==> src/rtl/riscv_bus_pkg.sv <==
// Shared data-bus types: arbiter state, master indices
// and the latched bus command.
package riscv_bus_pkg;

  localparam int BUS_ADDR_W = 32;
  localparam int BUS_DATA_W = 32;
  localparam int BUS_BE_W   = BUS_DATA_W / 8;

  localparam logic MASTER_CORE = 1'b0;
  localparam logic MASTER_AUX  = 1'b1;

  typedef enum logic [1:0] {
    IDLE,
    ACCESS,
    RESP
  } bus_arb_state_t;

  typedef struct packed {
    logic                  we;
    logic [BUS_ADDR_W-1:0] addr;
    logic [BUS_DATA_W-1:0] wdata;
    logic [BUS_BE_W-1:0]   be;
  } bus_cmd_t;

endpackage

==> src/rtl/rr_arbiter2.sv <==
// Two-way round-robin pick: on contention the master
// that did not own the bus last wins.
module rr_arbiter2 (
  input  logic [1:0] req,
  input  logic       last_grant,
  output logic       grant,
  output logic       valid
);

  always_comb begin
    grant = 1'b0;
    valid = |req;
    unique case (1'b1)
      (req == 2'b11): grant = ~last_grant;
      (req == 2'b10): grant = 1'b1;
      default:        grant = 1'b0;
    endcase
  end

endmodule

==> src/rtl/data_bus_arbiter.sv <==
// Two-master data-bus arbiter: round-robin grant, one
// latched slave access, one-cycle ack to the owner.
module data_bus_arbiter
  import riscv_bus_pkg::*;
#(
  parameter int ADDR_WIDTH = 32,
  parameter int DATA_WIDTH = 32
) (
  input  logic                    clk_i,
  input  logic                    rst_i,
  input  logic                    m0_req_i,
  input  logic                    m0_we_i,
  input  logic [ADDR_WIDTH-1:0]   m0_addr_i,
  input  logic [DATA_WIDTH-1:0]   m0_wdata_i,
  input  logic [DATA_WIDTH/8-1:0] m0_be_i,
  output logic                    m0_ack_o,
  output logic [DATA_WIDTH-1:0]   m0_rdata_o,
  input  logic                    m1_req_i,
  input  logic                    m1_we_i,
  input  logic [ADDR_WIDTH-1:0]   m1_addr_i,
  input  logic [DATA_WIDTH-1:0]   m1_wdata_i,
  input  logic [DATA_WIDTH/8-1:0] m1_be_i,
  output logic                    m1_ack_o,
  output logic [DATA_WIDTH-1:0]   m1_rdata_o,
  output logic                    s_req_o,
  output logic                    s_we_o,
  output logic [ADDR_WIDTH-1:0]   s_addr_o,
  output logic [DATA_WIDTH-1:0]   s_wdata_o,
  output logic [DATA_WIDTH/8-1:0] s_be_o,
  input  logic [DATA_WIDTH-1:0]   s_rdata_i,
  output logic                    busy_o,
  output logic                    grant_o
);

  bus_arb_state_t        state;
  bus_cmd_t              cmd_q;
  bus_cmd_t              cmd_d;
  logic [DATA_WIDTH-1:0] rdata_q;
  logic                  grant_q;
  logic                  last_grant_q;
  logic                  pick;
  logic                  pick_vld;

  rr_arbiter2 u_rr (
    .req        ({m1_req_i, m0_req_i}),
    .last_grant (last_grant_q),
    .grant      (pick),
    .valid      (pick_vld)
  );

  always_comb begin
    cmd_d = '0;
    if (pick == MASTER_AUX) begin
      cmd_d.we    = m1_we_i;
      cmd_d.addr  = m1_addr_i;
      cmd_d.wdata = m1_wdata_i;
      cmd_d.be    = m1_be_i;
    end else begin
      cmd_d.we    = m0_we_i;
      cmd_d.addr  = m0_addr_i;
      cmd_d.wdata = m0_wdata_i;
      cmd_d.be    = m0_be_i;
    end
  end

  always_ff @(posedge clk_i) begin
    if (rst_i) begin
      state        <= IDLE;
      cmd_q        <= '0;
      rdata_q      <= '0;
      grant_q      <= MASTER_CORE;
      last_grant_q <= MASTER_AUX;
      s_req_o      <= 1'b0;
      busy_o       <= 1'b0;
      m0_ack_o     <= 1'b0;
      m1_ack_o     <= 1'b0;
    end else begin
      unique case (state)
        IDLE: begin
          if (pick_vld) begin
            state   <= ACCESS;
            cmd_q   <= cmd_d;
            grant_q <= pick;
            s_req_o <= 1'b1;
            busy_o  <= 1'b1;
          end
        end
        ACCESS: begin
          state    <= RESP;
          s_req_o  <= 1'b0;
          m0_ack_o <= (grant_q == MASTER_CORE);
          m1_ack_o <= (grant_q == MASTER_AUX);
        end
        RESP: begin
          state        <= IDLE;
          busy_o       <= 1'b0;
          m0_ack_o     <= 1'b0;
          m1_ack_o     <= 1'b0;
          last_grant_q <= grant_q;
          if (!cmd_q.we) rdata_q <= s_rdata_i;
        end
        default: state <= IDLE;
      endcase
    end
  end

  // Slave read data is only valid during RESP, so it is
  // forwarded then and held in rdata_q afterwards.
  logic [DATA_WIDTH-1:0] rdata_out;
  assign rdata_out = (state == RESP && !cmd_q.we) ?
                     s_rdata_i : rdata_q;

  assign m0_rdata_o = rdata_out;
  assign m1_rdata_o = rdata_out;
  assign s_we_o     = cmd_q.we;
  assign s_addr_o   = cmd_q.addr;
  assign s_wdata_o  = cmd_q.wdata;
  assign s_be_o     = cmd_q.be;
  assign grant_o    = grant_q;

endmodule

==> config.mk <==
export PLATFORM = sky130hd
export DESIGN_NAME = data_bus_arbiter
export DESIGN_NICKNAME = d
export VERILOG_FILES = /design/src/rtl/riscv_bus_pkg.sv /design/src/rtl/rr_arbiter2.sv /design/src/rtl/data_bus_arbiter.sv
export SDC_FILE = /design/constraint.sdc
export NUM_CORES = 1
export LEC_CHECK = 0
export BUFFER_PORTS_ARGS = -buffer_cell sky130_fd_sc_hd__buf_2
export CORE_AREA = 4 4 119 121
export CTS_CLUSTER_SIZE = 30
export DETAILED_ROUTE_END_ITERATION = 7
export DIE_AREA = 0 0 123 125
export GPL_TIMING_DRIVEN = 0
export PLACE_DENSITY_LB_ADDON = 0.08
export SLEW_MARGIN = 20
export SYNTH_ARGS = -nofsm -noshare
export SYNTH_HDL_FRONTEND = slang
export SYNTH_HIERARCHICAL = 1
export SYNTH_SLANG_ARGS = --single-unit
==> constraint.sdc <==
create_clock -name clk_i -period 2.6 [get_ports clk_i]
set_input_delay 0.52 -clock clk_i [delete_from_list [all_inputs] [get_ports clk_i]]
set_output_delay 0.52 -clock clk_i [all_outputs]
set_load 0.1 [all_outputs]
==> metrics.yaml <==
setup_tns_ns: 0
setup_violations: 0
crit_top_cell: "buf_6"
synthTopCellsByCount: "dfxtp_1 (109), mux2i_1 (75), nor2_1 (66)"
start_util_pct: 41.86
p_seq_share_pct: 29.9
layout.nets: 1068
ir_worst_vdd_uv: 413.5
pwr-share-clk_pct: 19.2
p_int_mw: 3.349
syn_avg_cell_area_um2: 9.817
grt_pass1_vias: 5225
synth_nets: 737
place_ws_ns: 0.02467
grt_setup_unrepaired: "false"
path_class: "reg2out"
combPwrFrac_pct: 50.9
cts_buffers: 9
chipWidth_um: 123
grt_max_degree: 17
clkTransAtPathRegs_ns: 0.07
hold_class: "in2reg"
rows: 42
synth_edf_count: 0
finalCriticalPeriod_ns: 2.520
tightestPinTransition_ns: 0.7186
core_mm2: 0.01309
grt_pass1_wl_mm: 25.45
ys.flop_type: "dfxtp_1"
fin_util_pct: 60.75
worst_slack_ns: 0.08022
dp_hpwl_mm: 12.98
cts_tree: "done"
insertion_delay_ns: 0.34
hold_violations: 0
drt-wirelength-per-cell_um: 15.82
n_fill_cell: 1135
crit_fanout: 5
drc: 0
crit_chain: "inv_2, ha_4, inv_1, nor2_4, buf_6, buf_6, mux2_2, buf_4, buf_6"
cts_sinks: 109
power_density_mw_per_mm2: 832.5
totalPowerFinal_mw: 6.618
grt_overflow: 0
place_area_mm2: 0.007251
hold_slack_ns: 0.4210
netlist_instances: 558
ys_types: 26
drt-total-wl_mm: 16.91
clock_path_buffers: 2
via_per_inst: 4.854
antenna_found_initial: 0
fin_area_mm2: 0.007949
synth_most_common_cell: "dfxtp_1"
yosys.area.top_type: "dfxtp_1"
yosys_warnings: 6
max_stage_delay_ns: 0.35
num_io_pins: 312
start_kind: "flip-flop"
yosys_register_bits: 109
fmax_mhz: 396.9
synth_top_cells_by_area: "dfxtp_1 (40%), mux2i_1 (14%), a211oi_2 (11%)"
status: "finished, final reports clean"
async_flop_share_pct: 0
htreeDepth: 3
skew_ns: 0.007648
drt_pass1_iterations: 4
diodes: 0
slew_viol_final: 0
ant_nets: 0
first_iter_violations: 194
final_layout_size_suffix_gt1_share_pct: 55.54
syn2layout_area_growth_pct: 45.11
p_sw_share_pct: 49.40
finalCritPeriodShare_pct: 96.91
die_y_um: 125
leakagePower_nw: 3.764
dieArea_mm2: 0.01538
cp_data_required_time_ns: 2.08
stdcell_count: 1069
p_switching_mw: 3.269
ys_seq_area_share_pct: 39.84
portBuffers: 310
drv_cap: 0
timing.slew.headroom_pct: 52.10
end_kind: "output pin"
cts_hold_buf: 0
synth_top_area_share_pct: 39.84
place_congestion: 0.8128
vias: 5189
worstPathArrival_ns: 2.00
dp_cells: 1044
synth_area_mm2: 0.005478
track_usage_pct: 20.74
slowest_stage: "mux2_2"
root_buffer: "clkbuf_16"
[placed cells by master (no fill, tap or decap), types with 8 or more instances in the layout]
cell type,instances
a211oi_1,19
a211oi_2,50
nor2_1,66
buf_6,37
nor2_2,10
nand2_1,65
clkbuf_1,14
a21oi_1,34
buf_4,58
buf_2,271
mux2_2,31
dfxtp_1,106
buf_8,8
mux2i_1,75
clkbuf_16,9
[worst paths after layout]
kind / cells past startpoint / endpoint / slack [ns] / from
setup / recovery: 9 / m1_rdata_o[5] / 0.08 / state[0]$_SDFFE_PP0P_
hold / removal: 3 / rdata_q[31]$_SDFFE_PP0P_ / 0.42 / s_rdata_i[31]
setup reg to reg: 7 / rdata_q[9]$_SDFFE_PP0P_ / 0.92 / state[0]$_SDFFE_PP0P_
hold reg to reg: 2 / rdata_q[6]$_SDFFE_PP0P_ / 0.46 / rdata_q[6]$_SDFFE_PP0P_
[flip-flops by register name, summed over array words and instances, names as in the netlist]
| register | cells |
|---|---|
| busy_o | 1 |
| grant_o | 1 |
| last_grant_q | 1 |
| m0_ack_o | 1 |
| m1_ack_o | 1 |
| rdata_q | 32 |
| s_addr_o | 32 |
| s_be_o | 4 |
| s_req_o | 1 |
| s_wdata_o | 32 |
| s_we_o | 1 |
| state | 2 |
[worst max-delay path, delay by kind of cell, from the launching register on]
kind                     cells  cell delay [ns]
multiplexers                 1             0.35
adder cells (fa/ha/maj)      1             0.14
AND/OR/NAND/NOR              1             0.12
flip-flops                   1             0.33
buffers and inverters        6             0.71
[metal layers]
metal  wire, µm  part of all wire [%]  track usage, %
met5          0                     0               0
met4        350                   2.1           6.971
met3       1204                   7.1           4.246
met2       8879                    53           38.08
met1       6475                    38           23.55
[power groups by stage]
stage / combinational, mW / clock [mW] / sequential, mW
CTS: 3.35 / 1.29 / 1.98
global placement: 3.22 / 0 / 2.00
detailed placement: 3.25 / 0 / 2.01
finish: 3.37 / 1.27 / 1.98
floorplan: 1.47 / 0 / 3.21
global route: 3.51 / 1.38 / 2.00
[timing repair]
action | CTS | global route
resized for setup | 77 | 47
endpoints found under the setup margin | 63 | 59
gates cloned | 3 | 0
pin swaps | 1 | 0
setup buffers | 6 | 2
[area by class of cell]
class / count / area, µm² / area share (%)
Buffer: 78 / 546.8 / 6.879
Clock buffer: 11 / 242.7 / 3.054
Clock inverter: 4 / 25.02 / 0.3148
Inverter: 3 / 11.26 / 0.1417
Multi-Input combinational cell: 368 / 2770 / 34.85
Sequential cell: 109 / 2186 / 27.50
Tap cell: 176 / 220.2 / 2.770
Timing Repair Buffer: 320 / 1947 / 24.49
[kinds of logic after synthesis]
logic type / share of synthesized area (%)
AO/OA/AOI/OAI: 17.59
adder cells (fa/ha/maj): 1.142
buffers and inverters: 9.982
flip-flops: 39.84
multiplexers: 20.28
AND/OR/NAND/NOR: 11.17
Note: power is estimated with default switching activity, not from simulation.
